===== src/rtl/exec_combo_pkg.sv =====
// rtl/exec_combo_pkg.sv - CDB channel limits and grant helper for exec_combo
package exec_combo_pkg;

  localparam int MAX_CHANNELS = 4;

  // Index of the lowest set bit, or -1 when no channel is granted.
  function automatic int lowest_set(input logic [MAX_CHANNELS-1:0] mask);
    lowest_set = -1;
    for (int i = MAX_CHANNELS - 1; i >= 0; i--) begin
      if (mask[i]) lowest_set = i;
    end
  endfunction

endpackage


===== src/rtl/global_variables.sv =====
// rtl/global_variables.sv - shared widths and ALU opcode type for the execution cluster
package global_variables;

  localparam int DEF_XLEN  = 32;
  localparam int DEF_TAG_W = 6;

  typedef enum logic [3:0] {
    ALU_ADD,
    ALU_SUB,
    ALU_AND,
    ALU_OR,
    ALU_XOR,
    ALU_SLL,
    ALU_SRL,
    ALU_SRA,
    ALU_SLT,
    ALU_SLTU
  } alu_op_t;

endpackage


===== src/rtl/exec_combo_if.sv =====
// rtl/exec_combo_if.sv - operand feed and common-data-bus signals of one execution unit
interface exec_combo_if #(
  parameter int XLEN     = global_variables::DEF_XLEN,
  parameter int TAG_W    = global_variables::DEF_TAG_W,
  parameter int CHANNELS = 2
) ();

  logic                            feed_valid;
  logic                            feed_ready;
  global_variables::alu_op_t       feed_op;
  logic [XLEN-1:0]                 feed_src1;
  logic [XLEN-1:0]                 feed_src2;
  logic [TAG_W-1:0]                feed_tag;
  logic [CHANNELS-1:0][7:0]        select;
  logic                            get_bus;
  logic [CHANNELS-1:0]             cdb_valid;
  logic [CHANNELS-1:0][XLEN-1:0]   cdb_result;
  logic [CHANNELS-1:0][TAG_W-1:0]  cdb_tag;

  modport master (
    output feed_valid, feed_op, feed_src1, feed_src2, feed_tag, select,
    input  feed_ready, get_bus, cdb_valid, cdb_result, cdb_tag
  );

  modport slave (
    input  feed_valid, feed_op, feed_src1, feed_src2, feed_tag, select,
    output feed_ready, get_bus, cdb_valid, cdb_result, cdb_tag
  );

endinterface


===== src/rtl/alu_pipe.sv =====
// rtl/alu_pipe.sv - integer ALU; the last of LATENCY stages is the caller's result buffer
module alu_pipe
  import global_variables::*;
#(
  parameter int XLEN    = DEF_XLEN,
  parameter int TAG_W   = DEF_TAG_W,
  parameter int LATENCY = 1
) (
  input  logic             clock,
  input  logic             reset,
  input  logic             flush,
  input  logic             in_valid,
  input  alu_op_t          op,
  input  logic [XLEN-1:0]  src1,
  input  logic [XLEN-1:0]  src2,
  input  logic [TAG_W-1:0] tag,
  output logic             out_valid,
  output logic [XLEN-1:0]  out_result,
  output logic [TAG_W-1:0] out_tag
);

  localparam int SW = $clog2(XLEN);

  logic [SW-1:0]   shamt;
  logic [XLEN-1:0] result;

  assign shamt = src2[SW-1:0];

  always_comb begin
    result = '0;
    case (op)
      ALU_ADD:  result = src1 + src2;
      ALU_SUB:  result = src1 - src2;
      ALU_AND:  result = src1 & src2;
      ALU_OR:   result = src1 | src2;
      ALU_XOR:  result = src1 ^ src2;
      ALU_SLL:  result = src1 << shamt;
      ALU_SRL:  result = src1 >> shamt;
      ALU_SRA:  result = $unsigned($signed(src1) >>> shamt);
      ALU_SLT:  result = {{(XLEN-1){1'b0}}, $signed(src1) < $signed(src2)};
      ALU_SLTU: result = {{(XLEN-1){1'b0}}, src1 < src2};
      default:  result = '0;
    endcase
  end

  // The FIFO write supplies the final register, so only LATENCY-1 stages live here.
  if (LATENCY > 1) begin : g_pipe
    localparam int NS = LATENCY - 1;
    localparam int RW = NS * XLEN;
    localparam int TW = NS * TAG_W;

    logic [NS-1:0]             v_q;
    logic [NS-1:0][XLEN-1:0]   r_q;
    logic [NS-1:0][TAG_W-1:0]  t_q;

    always_ff @(posedge clock) begin
      if (reset || flush) begin
        v_q <= '0;
      end else begin
        v_q <= NS'({v_q, in_valid});
      end
      r_q <= RW'({r_q, result});
      t_q <= TW'({t_q, tag});
    end

    assign out_valid  = v_q[NS-1];
    assign out_result = r_q[NS-1];
    assign out_tag    = t_q[NS-1];
  end else begin : g_comb
    logic unused_ctl;
    assign unused_ctl = &{1'b0, clock, reset, flush};
    assign out_valid  = in_valid;
    assign out_result = result;
    assign out_tag    = tag;
  end

endmodule


===== src/rtl/exec_combo.sv =====
// rtl/exec_combo.sv - ALU execution unit with in-order result FIFO and multi-channel CDB grant
module exec_combo
  import global_variables::*;
  import exec_combo_pkg::*;
#(
  parameter int         XLEN            = DEF_XLEN,
  parameter int         TAG_W           = DEF_TAG_W,
  parameter int         CHANNELS        = 2,
  parameter int         LATENCY         = 1,
  parameter int         FIFO_DEPTH      = 4,
  parameter logic [7:0] ARBITER_ADDRESS = 8'h00
) (
  input  logic                          clock,
  input  logic                          reset,
  input  logic                          flush,
  exec_combo_if.slave                   bus,
  output logic                          full,
  output logic [$clog2(FIFO_DEPTH):0]   occupancy
);

  localparam int OW = $clog2(FIFO_DEPTH) + 1;
  localparam int AW = (FIFO_DEPTH > 1) ? $clog2(FIFO_DEPTH) : 1;
  localparam logic [OW-1:0] DEPTH_V  = OW'(FIFO_DEPTH);
  localparam logic [AW-1:0] LAST_PTR = AW'(FIFO_DEPTH - 1);

  logic                    feed;
  logic                    push;
  logic                    pop;
  logic                    pipe_valid;
  logic [XLEN-1:0]         pipe_result;
  logic [TAG_W-1:0]        pipe_tag;
  logic [XLEN-1:0]         mem_result [FIFO_DEPTH];
  logic [TAG_W-1:0]        mem_tag    [FIFO_DEPTH];
  logic [AW-1:0]           wr_ptr;
  logic [AW-1:0]           rd_ptr;
  logic [OW-1:0]           count;
  logic [OW-1:0]           occ;
  logic [MAX_CHANNELS-1:0] hit;
  int                      grant_idx;

  // occ counts in-flight results too, so the FIFO can never overflow once fed.
  assign bus.feed_ready = (occ < DEPTH_V) && !flush;
  assign full           = !bus.feed_ready;
  assign occupancy      = occ;
  assign feed           = bus.feed_valid && bus.feed_ready;
  assign push           = pipe_valid && !flush;
  assign bus.get_bus    = (count != '0) && !flush;

  alu_pipe #(
    .XLEN    (XLEN),
    .TAG_W   (TAG_W),
    .LATENCY (LATENCY)
  ) u_alu (
    .clock      (clock),
    .reset      (reset),
    .flush      (flush),
    .in_valid   (feed),
    .op         (bus.feed_op),
    .src1       (bus.feed_src1),
    .src2       (bus.feed_src2),
    .tag        (bus.feed_tag),
    .out_valid  (pipe_valid),
    .out_result (pipe_result),
    .out_tag    (pipe_tag)
  );

  always_comb begin
    hit = '0;
    for (int c = 0; c < CHANNELS; c++) begin
      hit[c] = bus.get_bus && (bus.select[c] == ARBITER_ADDRESS);
    end
    grant_idx = lowest_set(hit);
  end

  assign pop = (grant_idx >= 0);

  always_comb begin
    bus.cdb_valid  = '0;
    bus.cdb_result = '0;
    bus.cdb_tag    = '0;
    for (int c = 0; c < CHANNELS; c++) begin
      if (grant_idx == c) begin
        bus.cdb_valid[c]  = 1'b1;
        bus.cdb_result[c] = mem_result[rd_ptr];
        bus.cdb_tag[c]    = mem_tag[rd_ptr];
      end
    end
  end

  always_ff @(posedge clock) begin
    if (reset || flush) begin
      wr_ptr <= '0;
      rd_ptr <= '0;
      count  <= '0;
      occ    <= '0;
    end else begin
      if (push) wr_ptr <= (wr_ptr == LAST_PTR) ? '0 : wr_ptr + AW'(1);
      if (pop)  rd_ptr <= (rd_ptr == LAST_PTR) ? '0 : rd_ptr + AW'(1);
      count <= count + OW'(push) - OW'(pop);
      occ   <= occ + OW'(feed) - OW'(pop);
    end
  end

  always_ff @(posedge clock) begin
    if (push) begin
      mem_result[wr_ptr] <= pipe_result;
      mem_tag[wr_ptr]    <= pipe_tag;
    end
  end

endmodule


===== src/flat_wrapper.sv =====
// flat-port wrapper written by rule: the top's interface ports become plain ports
module exec_combo_flat import global_variables::*; import exec_combo_pkg::*;
#(
  parameter int         XLEN            = DEF_XLEN,
  parameter int         TAG_W           = DEF_TAG_W,
  parameter int         CHANNELS        = 2,
  parameter int         LATENCY         = 1,
  parameter int         FIFO_DEPTH      = 4,
  parameter logic [7:0] ARBITER_ADDRESS = 8'h00
)
  (clock, reset, flush, full, occupancy, bus_feed_valid, bus_feed_op, bus_feed_src1, bus_feed_src2, bus_feed_tag, bus_select, bus_feed_ready, bus_get_bus, bus_cdb_valid, bus_cdb_result, bus_cdb_tag);
  exec_combo_if #(.XLEN(XLEN), .TAG_W(TAG_W), .CHANNELS(CHANNELS)) bus_i ();
  input  logic clock;
  input  logic reset;
  input  logic flush;
  output logic full;
  output logic [$clog2(FIFO_DEPTH):0] occupancy;
  input wire logic [$bits(bus_i.feed_valid)-1:0] bus_feed_valid;
  input wire logic [$bits(bus_i.feed_op)-1:0] bus_feed_op;
  input wire logic [$bits(bus_i.feed_src1)-1:0] bus_feed_src1;
  input wire logic [$bits(bus_i.feed_src2)-1:0] bus_feed_src2;
  input wire logic [$bits(bus_i.feed_tag)-1:0] bus_feed_tag;
  input wire logic [$bits(bus_i.select)-1:0] bus_select;
  output wire logic [$bits(bus_i.feed_ready)-1:0] bus_feed_ready;
  output wire logic [$bits(bus_i.get_bus)-1:0] bus_get_bus;
  output wire logic [$bits(bus_i.cdb_valid)-1:0] bus_cdb_valid;
  output wire logic [$bits(bus_i.cdb_result)-1:0] bus_cdb_result;
  output wire logic [$bits(bus_i.cdb_tag)-1:0] bus_cdb_tag;
  assign bus_i.feed_valid = bus_feed_valid;
  assign bus_i.feed_op = bus_feed_op;
  assign bus_i.feed_src1 = bus_feed_src1;
  assign bus_i.feed_src2 = bus_feed_src2;
  assign bus_i.feed_tag = bus_feed_tag;
  assign bus_i.select = bus_select;
  assign bus_feed_ready = bus_i.feed_ready;
  assign bus_get_bus = bus_i.get_bus;
  assign bus_cdb_valid = bus_i.cdb_valid;
  assign bus_cdb_result = bus_i.cdb_result;
  assign bus_cdb_tag = bus_i.cdb_tag;
  exec_combo #(.XLEN(XLEN), .TAG_W(TAG_W), .CHANNELS(CHANNELS), .LATENCY(LATENCY), .FIFO_DEPTH(FIFO_DEPTH), .ARBITER_ADDRESS(ARBITER_ADDRESS)) u_core (.clock(clock), .reset(reset), .flush(flush), .bus(bus_i), .full(full), .occupancy(occupancy));
endmodule

===== config.mk =====
export PLATFORM = sky130hd
export DESIGN_NAME = exec_combo_flat
export DESIGN_NICKNAME = d
export VERILOG_FILES = /design/src/rtl/exec_combo_pkg.sv /design/src/rtl/global_variables.sv /design/src/rtl/exec_combo_if.sv /design/src/rtl/alu_pipe.sv /design/src/rtl/exec_combo.sv /design/src/flat_wrapper.sv
export SDC_FILE = /design/constraint.sdc
export NUM_CORES = 1
export LEC_CHECK = 0
export BUFFER_PORTS_ARGS = -buffer_cell sky130_fd_sc_hd__buf_2
export CAP_MARGIN = 20
export CORE_MARGIN = 2
export CORE_UTILIZATION = 48
export CTS_BUF_LIST = sky130_fd_sc_hd__clkbuf_2 sky130_fd_sc_hd__clkbuf_4 sky130_fd_sc_hd__clkbuf_8
export CTS_CLUSTER_DIAMETER = 200
export DETAILED_ROUTE_END_ITERATION = 16
export MAX_ROUTING_LAYER = met4
export PLACE_DENSITY = 0.71
export SYNTH_ARGS = -nofsm -noshare
export SYNTH_HDL_FRONTEND = slang
export SYNTH_SLANG_ARGS = --single-unit

===== constraint.sdc =====
create_clock -name clock -period 4.8 [get_ports clock]
set_input_delay 0.96 -clock clock [delete_from_list [all_inputs] [get_ports clock]]
set_output_delay 0.96 -clock clock [all_outputs]
set_load 0.1 [all_outputs]

==> impl_metrics.toml, run 1 <==
[layout]
final_area_um2 = 17590
drive_gt1_share_pct = 22.00
diodes = 0
nets = 2015
finish.utilization_pct = 54.49
final_common_cell = "buf_2"
layout_common_cells = "buf_2 (171), edfxtp_1 (152), nand2_1 (141), nor2_1 (140), inv_1 (114)"
fin_cells = 2265
fill_cells = 2923
seq_area_um2 = 4807
syn_to_final_growth_pct = 12.57
multi_input_area_um2 = 9886

[place]
dp_cells = 2233
dp_hpwl_um = 43640
dpl_worst_slack_ns = 0.3046
io_buffers = 177
routabilityCongestion = 1.092
placed_area_um2 = 17190

[synth]
yosys_most_used_dff = "edfxtp_1"
synth_edf_count = 152
ys_types = 90
syn_area_um2 = 15630
yosysTopAreaCell = "edfxtp_1"
avgSynthCellArea_um2 = 9.359
ys_top_cells_by_area = "edfxtp_1 (29%), mux4_2 (11%), ha_1 (8.6%), nand2_1 (3.4%), nor2_1 (3.4%)"
ys_ff_latch = 164
synth_top_cell_area_share_pct = 29.20
syn_nets = 1875
yosysWarnings = 0
yosysSeqAreaShare_pct = 30.74
syn-instance-count = 1670
async_reset_ff_share_pct = 0

[global_route]
grt_use_total_pct = 34.61
overflow = 0
grt_pass1_wl_um = 84770
grt_util_met3_pct = 4.861
grt_max_degree = 65
use_met1_pct = 46.38
met2_usage_pct = 52.80
top_usage_layer = "met2"
antenna_found_initial = 0
grt_pass1_vias = 13597

[floorplanning]
die-area_um2 = 34020
die_w_um = 184.5
fp.coreArea_um2 = 32290
start_util_pct = 48.41
die_h_um = 184.5
io_pins = 178
row_count = 66

[timing]
setup_violations = 0
relSlewSlack_pct = 31.84
slew_viol_final = 0
max_freq_ghz = 0.2406
worst_pin_slew_ns = 1.022
finalCritPeriodShare_pct = 86.58
skew_ns = 0.009287
period_minus_slack_ns = 4.156
rsz0062_at_grt = "false"
setup_tns_ns = 0
hold_slack_ns = 0.5172
hold_violations = 0
fin_ws_ns = 0.6444

[clock_tree]
cts_setup_buffers = 0
cts_htree_levels = 4
cts_tree = "built"
root_buffer = "clkbuf_8"
cts_resized = 0
cts_hold_buf = 0
cts.sinks = 164
cts_made_buffers = 17
clk_latency_ns = 0.44
clock_path_buffers = 2
clk_pin_slew_ns = 0.08

[worst_setup_path]
critPathLaunch = "bus_feed_src1[17]"
path_delay_family = "compound AO/OA/AOI/OAI gates"
crit_fanout = 11
cp_num_buf_inv = 3
crit_type = "input pin to flip-flop"
worstPathArrival_ns = 4.32
critPathMaxStageDelay_ns = 0.62
r2r_start = "u_core.count[1]"
required_ns = 4.96
crit_path_end_kind = "flip-flop"
path_cells = "buf_2 > inv_1 > ha_1 > or4_1 > nor3_1 > o21ai_0 > nand4_1 > a21oi_1 > buf_4 > o311a_1 > a311o_1 > a32o_1"
crit_path_start_kind = "input pin"
cpMaxStageDelayCell = "or4_1"

[power_and_ir_drop]
power_leakage_nw = 7.160
finalPower_mw = 3.909
peakVddDrop_mv = 0.1643
p_per_area_nw_per_um2 = 222.1

[drt]
drtIter0Drc = 2121
via_count = 14875
drcViolationCount = 0
dr.pass1.iters = 8
ant_nets = 0
routed_wirelength_um = 57610
viasPerCell = 6.567
routedWlPerCell_um = 25.43

[hold_path]
holdCritPathClass = "flip-flop to flip-flop"
min_from = "u_core.wr_ptr[1]"

[flow_run]
drv_cap = 0

[status]
status = "finished clean"
==> cell type report <==
cell class | instances | share of cell area (%)
Inverter | 116 | 2.475
Tap cell | 442 | 3.143
Multi-Input combinational cell | 1268 | 56.19
Sequential cell | 164 | 27.32
Timing Repair Buffer | 243 | 8.576
Clock inverter | 15 | 0.9671
Clock buffer | 17 | 1.330
==> power by group <==
group	leakage, nW	total [mW]	internal, mW	switching [mW]
sequential	1.49	1.63	1.62	0.00733
clock	0.205	0.984	0.476	0.508
combinational	5.47	1.29	0.456	0.836
total	7.16	3.91	2.56	1.35
==> state kept, by name, summed over array words and instances, names as in the netlist, named ones only <==
name and flops:
u_core.mem_result 128, u_core.mem_tag 24, u_core.wr_ptr 2, u_core.count 3, u_core.rd_ptr 2, u_core.occupancy 3
==> path summary, 6_finish.rpt <==
path,cells past startpoint,end,slack (ns)
max,12,u_core.mem_result[3][28],0.64
min,2,u_core.wr_ptr[1],0.52
max reg2reg,13,u_core.occupancy[2],1.85
min reg2reg,2,u_core.wr_ptr[1],0.52
==> worst reg2reg max path: stages, from the launching register on <==
cell and delay (ns):
dfxtp_1 0.36, nor3_1 0.28, nor2_2 0.09, and3_1 0.26, a31oi_1 0.42, inv_1 0.14, ha_1 0.30, inv_1 0.06
ha_1 0.13, inv_1 0.05, fa_1 0.38, xor2_1 0.17, xnor2_1 0.14, nor2_1 0.05
==> metal layers <==
metal	routed length, µm	share of wire [%]	vias to the layer above
li1	-	-	6603
met1	23360	41	7178
met2	25940	45	948
met3	5705	9.9	146
met4	2596	4.5	0
met5	0	0	-
==> synthesized netlist by cell type (all sizes together), types with 14 or more instances <==
cell     number
a211oi       35
a21o         17
a21oi       106
a221oi       14
and2         45
and3         15
buf          44
clkbuf       78
edfxtp      152
ha          107
inv         115
mux2         16
mux2i        51
mux4         79
nand2       141
nand3        32
nor2        141
nor2b        50
nor3         27
o2111ai      16
o211ai       19
o21ai        90
o221ai       23
==> logic make-up after synthesis <==
| kind of cell | share of synthesized area [%] |
|---|---|
| AND/OR/NAND/NOR | 16.00 |
| AO/OA/AOI/OAI | 21.53 |
| buffers and inverters | 6.140 |
| flip-flops | 30.74 |
| multiplexers | 15.90 |
| adder cells (fa/ha/maj) | 9.078 |
| XOR/XNOR | 0.6164 |
Power figures use the tool's default switching activity.
==> run 2, diff against run 1 <==
--- a/config.mk
+++ b/config.mk
@@ -13,7 +13,7 @@
 export CTS_CLUSTER_DIAMETER = 200
 export DETAILED_ROUTE_END_ITERATION = 16
 export MAX_ROUTING_LAYER = met4
-export PLACE_DENSITY = 0.71
+export PLACE_DENSITY = 0.76
 export SYNTH_ARGS = -nofsm -noshare
 export SYNTH_HDL_FRONTEND = slang
 export SYNTH_SLANG_ARGS = --single-unit
==> constraint.sdc (replaced) <==
create_clock -name clock -period 5.4 [get_ports clock]
set_input_delay 1.08 -clock clock [delete_from_list [all_inputs] [get_ports clock]]
set_output_delay 1.08 -clock clock [all_outputs]
set_load 0.1 [all_outputs]
==> impl_metrics.toml, run 2 (synthesis gave the netlist of run 1 again) <==
[drt]
drcViolationCount = 0
ant_nets = 0
routed_wirelength_um = 56870
routedWlPerCell_um = 25.38
via_count = 14898
drtIter0Drc = 1808
viasPerCell = 6.648
dr.pass1.iters = 6

[clock_tree]
clk_pin_slew_ns = 0.08
cts_htree_levels = 4
root_buffer = "clkbuf_8"
clock_path_buffers = 2
cts.sinks = 164
cts_tree = "built"
cts_hold_buf = 0
clk_latency_ns = 0.45
cts_resized = 0
cts_setup_buffers = 0
cts_made_buffers = 17

[worst_setup_path]
required_ns = 5.62
crit_type = "input pin to flip-flop"
worstPathArrival_ns = 4.52
worstReg2RegEnd = "u_core.count[2]"
rrSetupSlack_ns = 2.30
r2r_cells = 14
crit_fanout = 13
crit_path_start_kind = "input pin"
crit_path_end_kind = "flip-flop"
r2r_start = "u_core.count[1]"

[global_route]
grt_max_degree = 61
overflow = 0
grt_pass1_wl_um = 84470
grt_pass1_vias = 13837
antenna_found_initial = 1
grt_use_total_pct = 34.12

[flow_run]
drv_cap = 0

[place]
routabilityCongestion = 1.024
io_buffers = 177
dp_hpwl_um = 43020
placed_area_um2 = 16900

[hold_path]
holdCritPathClass = "flip-flop to flip-flop"
min_from = "u_core.wr_ptr[1]"
hold_path_depth = 2
hold_end = "u_core.wr_ptr[1]"

[timing]
relSlewSlack_pct = 31.94
setup_tns_ns = 0
period_minus_slack_ns = 4.307
setup_violations = 0
finalCritPeriodShare_pct = 79.76
slew_viol_final = 0
worst_pin_slew_ns = 1.021
max_freq_ghz = 0.2322
skew_ns = 0.01257
hold_violations = 0
rsz0062_at_grt = "false"

[power_and_ir_drop]
p_per_area_nw_per_um2 = 198.0
power_leakage_nw = 7.009
peakVddDrop_mv = 0.1485
finalPower_mw = 3.425

[floorplanning]
row_count = 66
start_util_pct = 48.41
fp.coreArea_um2 = 32290
die_w_um = 184.5
die_h_um = 184.5
io_pins = 178
die-area_um2 = 34020

[layout]
largest_register_ffs = 128
reg.largest.list = "u_core.mem_result (128), u_core.mem_tag (24)"
nets = 1990
syn_to_final_growth_pct = 10.69
final_common_cell = "buf_2"
final_area_um2 = 17300
drive_gt1_share_pct = 20.86
regMostFlops = "u_core.mem_result"
layout_common_cells = "buf_2 (176), edfxtp_1 (152), nand2_1 (141), nor2_1 (140), inv_1 (114)"

[status]
status = "finished clean"
run 2: cell count changes in the layout (fill, tap and decap cells not counted):
cell        change
buf_12          -7
clkinv_4        +2
clkinv_2        -1
clkinv_1        +1
buf_2           +5
clkbuf_4        +1
inv_6           -2
diode_2         +1
inv_8           -2
clkinvlp_4      +1
buf_4          -23
run 2: area by class of cell:
cell class | instances | area [µm²]
Antenna cell | 1 | 2.502
Clock buffer | 18 | 241.5
Clock inverter | 14 | 153.9
Fill cell | 2943 | 14990
Inverter | 116 | 435.4
Multi-Input combinational cell | 1268 | 9886
Sequential cell | 164 | 4807
Tap cell | 442 | 553.0
Timing Repair Buffer | 218 | 1221
run 2: worst max path at each step:
stage	startpoint	to	slack, ns	depth (start not counted)
floorplan	flush	bus_cdb_result[27]	0.18	4
global placement	bus_feed_src1[17]	u_core.mem_result[0][28]	0.76	11
detailed placement	bus_feed_src1[17]	u_core.mem_result[0][28]	0.73	11
CTS	bus_feed_src1[17]	u_core.mem_result[0][28]	1.22	11
global route	bus_feed_src2[0]	u_core.mem_result[0][24]	0.97	11
finish	bus_feed_src1[15]	u_core.mem_result[1][24]	1.09	11
run 2: report_power, final:
| part | leakage, nW | switching (mW) | internal, mW |
|---|---|---|---|
| clock network | 0.195 | 0.434 | 0.419 |
| registers | 1.49 | 0.00665 | 1.44 |
| logic | 5.33 | 0.734 | 0.387 |
| total | 7.01 | 1.17 | 2.25 |
run 2: layer usage:
| layer | GRT usage, % | up-vias | part of all wire, % |
|---|---|---|---|
| met5 | - | - | 0 |
| met4 | 15.23 | 0 | 5.2 |
| met3 | 4.545 | 170 | 9.6 |
| met2 | 52.90 | 995 | 45 |
| met1 | 44.82 | 7175 | 40 |
| li1 | - | 6558 | - |
run 2: metrics by stage:
stage	cells	setup WS (ns)	hold slack, ns	util (%)
2_1_floorplan	1670	0.1848	0.4692	-
3_3_place_gp	2208	0.7622	0.4788	52.35
3_5_place_dp	2208	0.7345	0.5035	52.35
4_1_cts	2240	1.219	0.5140	53.57
5_1_grt	2241	0.9673	0.5317	53.58
6_report	2241	1.093	0.5159	53.58
run 2: worst max-delay path, cell delays in order:
cell and delay (ns):
buf_2 0.23, inv_1 0.14, ha_1 0.59, nor2b_1 0.15, o221ai_1 0.23, o2bb2ai_1 0.24
nand4_1 0.22, a21oi_1 0.55, o311ai_0 0.23, a2111oi_0 0.44, a2bb2oi_1 0.40
==> run 3, diff against run 2 <==
--- a/config.mk
+++ b/config.mk
@@ -5,6 +5,7 @@
 export SDC_FILE = /design/constraint.sdc
 export NUM_CORES = 1
 export LEC_CHECK = 0
+export ABC_AREA = 1
 export BUFFER_PORTS_ARGS = -buffer_cell sky130_fd_sc_hd__buf_2
 export CAP_MARGIN = 20
 export CORE_MARGIN = 2
@@ -13,7 +14,7 @@
 export CTS_CLUSTER_DIAMETER = 200
 export DETAILED_ROUTE_END_ITERATION = 16
 export MAX_ROUTING_LAYER = met4
-export PLACE_DENSITY = 0.76
+export PLACE_DENSITY = 0.78
 export SYNTH_ARGS = -nofsm -noshare
 export SYNTH_HDL_FRONTEND = slang
 export SYNTH_SLANG_ARGS = --single-unit
==> constraint.sdc (replaced) <==
create_clock -name clock -period 3.9 [get_ports clock]
set_input_delay 0.78 -clock clock [delete_from_list [all_inputs] [get_ports clock]]
set_output_delay 0.78 -clock clock [all_outputs]
set_load 0.1 [all_outputs]
==> impl_metrics.toml, run 3 <==
[timing]
rsz0062_at_grt = "false"
setup_violations = 0
worst_pin_slew_ns = 0.8101
slew_viol_final = 0
finalCritPeriodShare_pct = 87.82
relSlewSlack_pct = 45.99
hold_violations = 0
period_minus_slack_ns = 3.425
max_freq_ghz = 0.2920
setup_tns_ns = 0
skew_ns = 0.008745

[layout]
drive_gt1_share_pct = 12.55
final_common_cell = "nand2_1"
nets = 2949
largest_register_ffs = 128
syn_to_final_growth_pct = 14.45
final_area_um2 = 19040
finish.utilization_pct = 55.39
layout_common_cells = "nand2_1 (797), nand3_1 (400), inv_1 (306), nor2_1 (224), edfxtp_1 (152)"
reg.largest.list = "u_core.mem_result (128), u_core.mem_tag (24)"
fin_cells = 3214
regMostFlops = "u_core.mem_result"

[synth]
yosysTopAreaCell = "edfxtp_1"
synth-adder-area-share_pct = 8.528
ys_types = 49
async_reset_ff_share_pct = 0
synth_edf_count = 152
synth_compound_area_share_pct = 11.71
synth-simple-area-share_pct = 39.75
synth_top_cell_area_share_pct = 27.43
ys_top_cells_by_area = "edfxtp_1 (27%), nand2_1 (18%), nand3_1 (12%), ha_1 (8.0%), inv_1 (7.0%)"
avgSynthCellArea_um2 = 6.389
post-synth-top-count-cell = "nand2_1"
yosys-top-cells-count = "nand2_1 (797), nand3_1 (401), inv_1 (310), nor2_1 (262), edfxtp_1 (152)"
syn_nets = 2809
yosys_most_used_dff = "edfxtp_1"
yosysSeqAreaShare_pct = 28.88
ys_ff_latch = 164
synth-xor-area-share_pct = 0.2106
syn_area_um2 = 16640
syn-instance-count = 2604
synthMuxAreaShare_pct = 0
yosysWarnings = 0
synth_top_family_by_area = "simple AND/OR/NAND/NOR gates"

[clock_tree]
clock_path_buffers = 2
cts.sinks = 164
clk_latency_ns = 0.45
cts_made_buffers = 17
cts_setup_buffers = 0
root_buffer = "clkbuf_8"
cts_tree = "built"
cts_htree_levels = 4
clk_pin_slew_ns = 0.08
cts_hold_buf = 0
cts_resized = 0

[place]
dp_hpwl_um = 59950
placed_area_um2 = 18670
routabilityCongestion = 1.063
dp_cells = 3180
io_buffers = 177

[global_route]
grt_pass1_wl_um = 107600
grt_max_degree = 77
antenna_found_initial = 1
overflow = 0
grt_pass1_vias = 17416
grt_use_total_pct = 41.40

[floorplanning]
row_count = 68
die_h_um = 190.2
die_w_um = 190.2
io_pins = 178
fp.coreArea_um2 = 34370
start_util_pct = 48.40
die-area_um2 = 36170

[drt]
dr.pass1.iters = 8
viasPerCell = 5.946
drcViolationCount = 0
drtIter0Drc = 2399
ant_nets = 0
routed_wirelength_um = 73610
routedWlPerCell_um = 22.90
via_count = 19111

[worst_setup_path]
worstPathArrival_ns = 2.65
crit_path_end_kind = "primary output"
crit_type = "input pin to primary output"
crit_fanout = 39
required_ns = 3.12
crit_path_start_kind = "input pin"

[power_and_ir_drop]
power_leakage_nw = 9.370
p_per_area_nw_per_um2 = 253.8
peakVddDrop_mv = 0.2393

[status]
status = "finished clean"

[flow_run]
drv_cap = 0

[hold_path]
holdCritPathClass = "input pin to flip-flop"
run 3: changes by cell type in the layout (fill, tap and decap cells not counted), moves of 51 or more:
cell	before	now
nand2_1	141	797
nand3_1	32	400
inv_1	114	306
nor2_1	140	224
mux4_2	75	0
mux2i_1	51	0
run 3: final cells by class:
class                      instances  area [µm²]
clock buffer                      18       241.5
tap                              455       569.3
inverter                         321        1207
clock inverter                    14       128.9
sequential                       164        4806
timing repair buffer             245        1947
multi-input combinational       1995       10140
fill                            3399       15330
antenna                            2       5.005
run 3: worst paths after layout:
check,from,end,slack [ns],cells past startpoint
worst max-delay path,bus_select[1],bus_cdb_result[34],0.47,7
worst min-delay path,bus_feed_tag[5],u_core.mem_tag[0][5],0.54,1
worst max register to register,u_core.count[1],u_core.count[2],1.08,12
worst min register to register,u_core.rd_ptr[0],flip-flop,0.56,2
run 3: power breakdown:
group          leakage (nW)  internal [mW]  switching, mW
Sequential             1.50           1.99         0.0101
Combinational          7.69          0.463           1.23
Clock                 0.180          0.517          0.626
run 3: per-stage QoR:
step	hold slack (ns)	power, mW	setup slack (ns)
finish	0.5415	4.833	0.4750
global placement	0.5028	3.647	0.4386
detailed placement	0.5241	3.666	0.3542
floorplan	0.4811	3.055	-0.4103
CTS	0.5202	4.791	0.4527
global route	0.5245	5.041	0.3756
run 3: kinds of logic (layout without fill, tap and decap cells):
logic type | count (synthesis) | after routing
flip-flops | 164 | 164
AND/OR/NAND/NOR | 1559 | 1559
other | 0 | 2
adder cells (fa/ha/maj) | 111 | 111
buffers and inverters | 445 | 598
AO/OA/AOI/OAI | 321 | 321
XOR/XNOR | 4 | 4
run 3: worst max-delay path, stage by stage:
cell and delay [ns]:
buf_2 0.12, nor4_1 0.43, nand3_2 0.29, nand4_1 0.14, buf_4 0.46, nor2_1 0.11, buf_2 0.32
run 3: routing by layer:
| metal | wire length, µm | up-vias | track usage (%) |
|---|---|---|---|
| met5 | 0 | - | - |
| met4 | 5419 | 0 | 26.12 |
| met3 | 6286 | 186 | 4.649 |
| met2 | 33180 | 1128 | 64.74 |
| met1 | 28730 | 8915 | 51.21 |
| li1 | - | 8882 | - |
